--- config.mk ---
export PLATFORM = sky130hd
export DESIGN_NAME = instruction_sequencer
export DESIGN_NICKNAME = d
export VERILOG_FILES = /design/src/rtl/instruction_sequencer.sv
export SDC_FILE = /design/constraint.sdc
export NUM_CORES = 1
export LEC_CHECK = 0
export ABC_AREA = 0
export CORE_ASPECT_RATIO = 0.75
export CORE_MARGIN = 4
export CORE_UTILIZATION = 25
export CTS_CLUSTER_SIZE = 20
export DETAILED_ROUTE_END_ITERATION = 16
export MAX_ROUTING_LAYER = met4
export SYNTH_ARGS = -nofsm -noshare
export SYNTH_HDL_FRONTEND = slang
export SYNTH_SLANG_ARGS = --single-unit
--- constraint.sdc ---
create_clock -name clock -period 2.5 [get_ports clock]
set_input_delay 0.625 -clock clock [delete_from_list [all_inputs] [get_ports clock]]
set_output_delay 0.625 -clock clock [all_outputs]
set_load 0.02 [all_outputs]
--- src/rtl/instruction_sequencer.sv ---
// Multi-cycle FETCH/DECODE/EXECUTE/MEMORY/WRITEBACK sequencer with cache
// handshakes, one-cycle enable strobes, retire counter and memory timeout.
module instruction_sequencer #(
    parameter int COUNT_WIDTH = 32,
    parameter int MEM_TIMEOUT = 15
) (
    input  logic                   clock,
    input  logic                   resetN,
    input  logic                   run,
    input  logic                   fetchAck,
    input  logic                   memRead,
    input  logic                   memWrite,
    input  logic                   regWriteFlag,
    input  logic                   branch,
    input  logic                   unconditionalBranch,
    input  logic                   zeroFlag,
    input  logic                   memAck,
    output logic                   fetchReq,
    output logic                   irLoad,
    output logic                   aluEnable,
    output logic                   memReadEn,
    output logic                   memWriteEn,
    output logic                   regWriteEn,
    output logic                   pcWrite,
    output logic                   pcBranchSel,
    output logic [2:0]             stage,
    output logic                   busy,
    output logic                   memError,
    output logic [COUNT_WIDTH-1:0] retiredCount
);

    typedef enum logic [2:0] {
        S_IDLE  = 3'd0,
        S_FETCH = 3'd1,
        S_DEC   = 3'd2,
        S_EXE   = 3'd3,
        S_MEM   = 3'd4,
        S_WB    = 3'd5,
        S_ERR   = 3'd6,
        S_BAD   = 3'd7
    } state_e;

    localparam logic [7:0] WAIT_LAST = 8'(MEM_TIMEOUT - 1);

    state_e                 state_q, state_d;
    logic                   mem_rd_q, mem_rd_d;
    logic                   mem_wr_q, mem_wr_d;
    logic                   reg_wr_q, reg_wr_d;
    logic                   br_q, br_d;
    logic                   ubr_q, ubr_d;
    logic                   zero_q, zero_d;
    logic [7:0]             wait_q, wait_d;
    logic [COUNT_WIDTH-1:0] count_q, count_d;
    logic                   retire;
    logic                   zero_now;

    always_ff @(posedge clock or negedge resetN) begin
        if (!resetN) begin
            state_q  <= S_IDLE;
            mem_rd_q <= 1'b0;
            mem_wr_q <= 1'b0;
            reg_wr_q <= 1'b0;
            br_q     <= 1'b0;
            ubr_q    <= 1'b0;
            zero_q   <= 1'b0;
            wait_q   <= 8'd0;
            count_q  <= '0;
        end else begin
            state_q  <= state_d;
            mem_rd_q <= mem_rd_d;
            mem_wr_q <= mem_wr_d;
            reg_wr_q <= reg_wr_d;
            br_q     <= br_d;
            ubr_q    <= ubr_d;
            zero_q   <= zero_d;
            wait_q   <= wait_d;
            count_q  <= count_d;
        end
    end

    always_comb begin
        state_d     = state_q;
        mem_rd_d    = mem_rd_q;
        mem_wr_d    = mem_wr_q;
        reg_wr_d    = reg_wr_q;
        br_d        = br_q;
        ubr_d       = ubr_q;
        zero_d      = zero_q;
        wait_d      = wait_q;
        count_d     = count_q;
        retire      = 1'b0;
        fetchReq    = 1'b0;
        irLoad      = 1'b0;
        aluEnable   = 1'b0;
        memReadEn   = 1'b0;
        memWriteEn  = 1'b0;
        regWriteEn  = 1'b0;
        pcWrite     = 1'b0;
        pcBranchSel = 1'b0;

        case (state_q)
            S_IDLE: begin
                if (run) state_d = S_FETCH;
            end
            S_FETCH: begin
                fetchReq = 1'b1;
                if (fetchAck) begin
                    irLoad  = 1'b1;
                    state_d = S_DEC;
                end
            end
            S_DEC: begin
                mem_rd_d = memRead;
                mem_wr_d = memWrite;
                reg_wr_d = regWriteFlag;
                br_d     = branch;
                ubr_d    = unconditionalBranch;
                state_d  = (memRead && memWrite) ? S_ERR : S_EXE;
            end
            S_EXE: begin
                aluEnable = 1'b1;
                zero_d    = zeroFlag;
                if (mem_rd_q || mem_wr_q) begin
                    state_d = S_MEM;
                    wait_d  = 8'd0;
                end else if (reg_wr_q) begin
                    state_d = S_WB;
                end else begin
                    retire = 1'b1;
                end
            end
            S_MEM: begin
                memReadEn  = mem_rd_q;
                memWriteEn = mem_wr_q;
                // wait_q holds the number of MEMORY cycles already spent
                if (memAck) begin
                    if (mem_rd_q && reg_wr_q) state_d = S_WB;
                    else                      retire  = 1'b1;
                end else if (wait_q == WAIT_LAST) begin
                    state_d = S_ERR;
                end else begin
                    wait_d = wait_q + 8'd1;
                end
            end
            S_WB: begin
                regWriteEn = 1'b1;
                retire     = 1'b1;
            end
            S_ERR: begin
                state_d = S_ERR;
            end
            default: begin
                state_d = S_IDLE;
            end
        endcase

        // A branch retiring in EXECUTE sees the live zero flag
        zero_now = (state_q == S_EXE) ? zeroFlag : zero_q;

        if (retire) begin
            pcWrite     = 1'b1;
            pcBranchSel = ubr_q | (br_q & zero_now);
            count_d     = count_q + COUNT_WIDTH'(1);
            state_d     = run ? S_FETCH : S_IDLE;
        end
    end

    assign stage        = state_q;
    assign busy         = (state_q != S_IDLE) && (state_q != S_ERR);
    assign memError     = (state_q == S_ERR);
    assign retiredCount = count_q;

endmodule

# Word-level counts from Yosys, hierarchy flattened
# Index checks and enable logic that the tools add are counted.
[word_totals]
register_bits = 49
inputBits = 11
out_inout_bits = 45
word_cells = 69
[op_classes]
add_sub_neg = 2
n_eq_ne = 17
muxes = 30
bitwise = 2
n_reduce_logical = 9
[op_table]
columns = ["operator", "count"]
rows = [
  ["32-bit by 1-bit adder with 32-bit output, second input constant", 1],
  ["3-bit 2-to-1 mux", 9],
  ["8-bit 2-to-1 mux", 3],
  ["3-bit one-hot mux with 7 select lines", 1],
  ["8-bit one-hot mux with 2 select lines", 1],
  ["1-bit 2-to-1 mux", 15],
  ["4-bit inequality test, second input constant", 3],
  ["3-bit equality test, second input constant", 3],
  ["3-bit inequality test, second input constant", 3],
  ["8-bit by 1-bit adder with 8-bit output, second input constant", 1],
  ["8-bit by 4-bit equality test with 1-bit output, second input constant", 1],
  ["2-bit inequality test, second input constant", 4],
  ["3-bit by 2-bit equality test with 1-bit output, second input constant", 2],
  ["6-bit AND reduction", 1],
  ["4-bit AND reduction", 1],
  ["3-bit by 1-bit equality test with 1-bit output, second input constant", 1],
  ["1-bit logical AND", 3],
  ["3-bit zero test", 1],
  ["1-bit one-hot mux with 3 select lines", 1],
  ["3-bit nonzero test", 1],
  ["2-bit nonzero test", 1],
  ["1-bit bitwise AND", 1],
  ["1-bit logical OR", 1],
  ["1-bit OR", 1],
]

# Depth between registers and ports, before layout
[depth]
word_depth = 6
ltp_mapped = 8
ltp_nobuf = 7

# Worst setup path before layout
# No wires, ideal clock.
[synth_path]
path_type = "register -> output"
start = "register state_q[1] (netlist: stage[1])"
end = "output port pcBranchSel"
arrival_ns = 1.671
t_required_ns = 1.875
slack_ns = 0.204
path_stages_with_launch = 7
cell_sequence = "dfrtp_1 buf_2 nor4b_4 nand3b_4 and2_1 buf_2 nor2_1"
[synth_between]
elab_chain_len = 5
[synth_rtl]
columns = ["item", "line", "rtl"]
rows = [
  ["start: declaration", "45", "state_e state_q, state_d;"],
  ["start signal: assignment", "69", "state_q <= state_d;"],
  ["3-bit by 2-bit equality test with 1-bit output", "101, 158", ""],
  ["1-bit 2-to-1 mux", "n/a", ""],
  ["1-bit bitwise AND", "162", "pcBranchSel = ubr_q | (br_q & zero_now);"],
  ["1-bit OR", "162", ""],
  ["1-bit 2-to-1 mux (*)", "160", "if (retire) begin"],
  ["end: declaration", "25", "output logic pcBranchSel,"],
]
# Every way passes the cells marked *; elsewhere a longest branch is shown, timed or not.

# Worst setup path in the final report
[layout_path]
start = "input port memAck"
end = "output port pcBranchSel"
[layout_between]
elab_chain_len = 3
[layout_rtl]
columns = ["item", "line", "rtl"]
rows = [
  ["start: declaration", "17", "input logic memAck,"],
  ["1-bit 2-to-1 mux", "136", "if (memAck) begin"],
  ["1-bit one-hot mux with 3 select lines", "101", "case (state_q)"],
  ["1-bit 2-to-1 mux", "160", ""],
]
# No other way between the ends.

==> impl_metrics.ini <==
[outcome]
outcome = finished clean

[cts]
cts_max_path_buffers = 2
ctsHoldBuffers = 0
clock_latency_ps = 280
cts_sinks = 49
htree_levels = 2
cts_buffers = 5
postCtsSetupBuffers = 0
cts_tree = done
root_buffer = clkbuf_16
path_clk_slew_ps = 70

[synth]
synth_cell_types = 42
synth_seq_cells = 49
synth_edf_count = 0
mappedNetlistArea_sq_um = 2485
synthArstFlopShare_pct = 100.0
ys_seq_area_share_pct = 49.35
ys.flop_type = dfrtp_1
syn_area_per_cell_sq_um = 10.53
synth_nets = 250
ys_warn_count = 0
synthCells = 236

[timing]
hold_viol_final = 0
period_share_pct = 96.46
fmax_mhz = 414.7
drv_slew = 0
tns_ps = 0
setup_viol = 0
period_needed_ps = 2412
hold_slack_ps = 237.1
worst_slack_ps = 88.41
worstMarginPinSlew_ps = 459.6
finClkSkew_ps = 5.784
grt_setup_unrepaired = no
relSlewSlack_pct = 69.03

[die]
dieArea_sq_um = 11620
die_x_um = 123.1
fp-row-count = 31
coreArea_sq_um = 9658
fp.dieH_um = 94.34
ios = 56
start_util_pct = 25.73

[power]
p_comb_share_pct = 37.5
pwr-share-seq_pct = 37.0
switchingPower_uw = 1044
p_per_area_nw_per_um2 = 850.5
internal_power_uw = 1950
p_leak_uw = 0.001534
clkPwrFrac_pct = 25.6
ir_worst_vdd_uv = 521.0
p_sw_share_pct = 34.87

[grt]
grtUsageTotal_pct = 11.31
antenna_found_initial = 0
grt_max_degree = 22
first_global_vias = 2029
grt_overflow = 0
grt_pass1_wl_mm = 10.31

[routing]
wirelength_mm = 6.014
drtPass1Iterations = 4
route.vias.total = 2027
ant_nets = 0
wl_per_cell_um = 13.48
initialDrtViolationCount = 100
post_drt_via_cell_ratio = 4.545
drc_errors = 0

[cells_and_area]
diodes = 0
final_cell_mix = 49 x dfrtp_1, 46 x clkdlybuf4s50_1, 25 x xnor2_1
nets = 327
drive_above_1_share_pct = 16.56
mostFrequentLayoutCell = dfrtp_1
area_growth_pct = 41.69

[critical_path]
cp.arrival_ps = 1790
crit_buf_inv = 2
endpoint_kind = primary output
cp-startpoint = memAck
r2r_start = reg_wr_q
slowest_delay_ps = 500
path_delay_family = buffers and inverters
crit_slowest_cell = clkdlybuf4s50_1
cp-start-kind = primary input
criticalPathCategory = primary input to primary output
required_ps = 1880
crit_chain = clkdlybuf4s50_1, a21boi_2, o21ai_2, and2_4, nor2_2, buf_4
cp_max_fo = 3

[placed_design]
dp_hpwl_mm = 4.621
gp_congestion = 0.8718
portBuffers = 55
place_worst_setup_slack_ps = -492.9

[job]
maxCapViolCount = 0

[min_path]
min-delay-path-class = primary input to async pin
## path summary, 6_finish.rpt
check | slack (ps) | endpoint | depth (start not counted)
setup / recovery | 90 | pcBranchSel | 6
hold / removal | 240 | retiredCount[1] | 1
setup reg to reg | 510 | retiredCount[27] | 7
hold reg to reg | 480 | retiredCount[31] | 1
max in group asynchronous | 1670 | retiredCount[31] | 2
min in group clock | 480 | retiredCount[31] | 1
## repair_timing
action / in CTS / in global routing
endpoints found under the hold margin: 0 / 0
resized for setup: 14 / 7
endpoints found under the setup margin: 5 / 6
## metal layers
layer	vias up	part of all wire, %	GRT usage [%]	routed length, um
met4	0	0.13	1.659	8
li1	988	-	-	-
met3	2	4.9	3.174	296
met1	1000	51	16.42	3089
met5	-	0	-	0
met2	37	44	16.01	2620
## power by group through the flow
stage / logic [uW] / registers (uW) / clock network [uW]
floorplan: 566 / 1170 / 0
finish: 1120 / 1110 / 765
CTS: 1140 / 1110 / 789
global route: 1240 / 1140 / 816
global placement: 1130 / 1110 / 0
detailed placement: 1130 / 1110 / 0
## stage by stage
step	instance area (sq um)	total power, uW	instances	util, %
after floorplan	2485	1738	236	-
after global placement	3339	2236	438	34.58
after detailed placement	3339	2249	438	34.58
after CTS	3512	3031	446	36.36
after global routing	3521	3195	446	36.46
final	3521	2995	446	36.46
## logic make-up (layout without fill, tap and decap cells)
family / after synthesis / after routing / share of synthesized area (%)
compound gates: 34 / 34 / 9.266
xor+xnor: 33 / 33 / 11.63
mux: 7 / 7 / 3.172
buf+inv: 13 / 91 / 2.266
simple gates: 97 / 97 / 22.81
flops: 49 / 49 / 49.35
fa+ha+maj: 3 / 3 / 1.511
## Yosys cell counts (4+ instances only)
cell     count  area, sq um
nand3_1     20        100.1
and3_1      10        62.56
xnor2_1     25        219.0
xor2_1       8        70.07
and4_1       4        35.03
nand2_1     18        67.56
dfrtp_1     49         1226
nand4_1     10        62.56
o21ai_0     14        70.07
mux2_2       7        78.83
a21oi_1      9        45.04
and2_1       7        43.79
nor2_1       9        33.78
nor3_1       6        30.03
inv_1        5        18.77
## registers in the layout, indices dropped and copies added, names as in the netlist
| name | count |
|---|---|
| retiredCount | 32 |
| wait_q | 8 |
| stage | 3 |
| br_q | 1 |
| mem_rd_q | 1 |
| mem_wr_q | 1 |
| reg_wr_q | 1 |
| ubr_q | 1 |
| zero_q | 1 |
## area by class of cell
cell class | instances | area, sq um
Timing Repair Buffer | 77 | 723.2
Inverter | 6 | 22.52
Sequential cell | 49 | 1226
Tap cell | 132 | 165.2
Multi-Input combinational cell | 174 | 1216
Fill cell | 959 | 6137
Clock inverter | 2 | 38.79
Clock buffer | 6 | 128.9
Power figures use the tool's default switching activity.
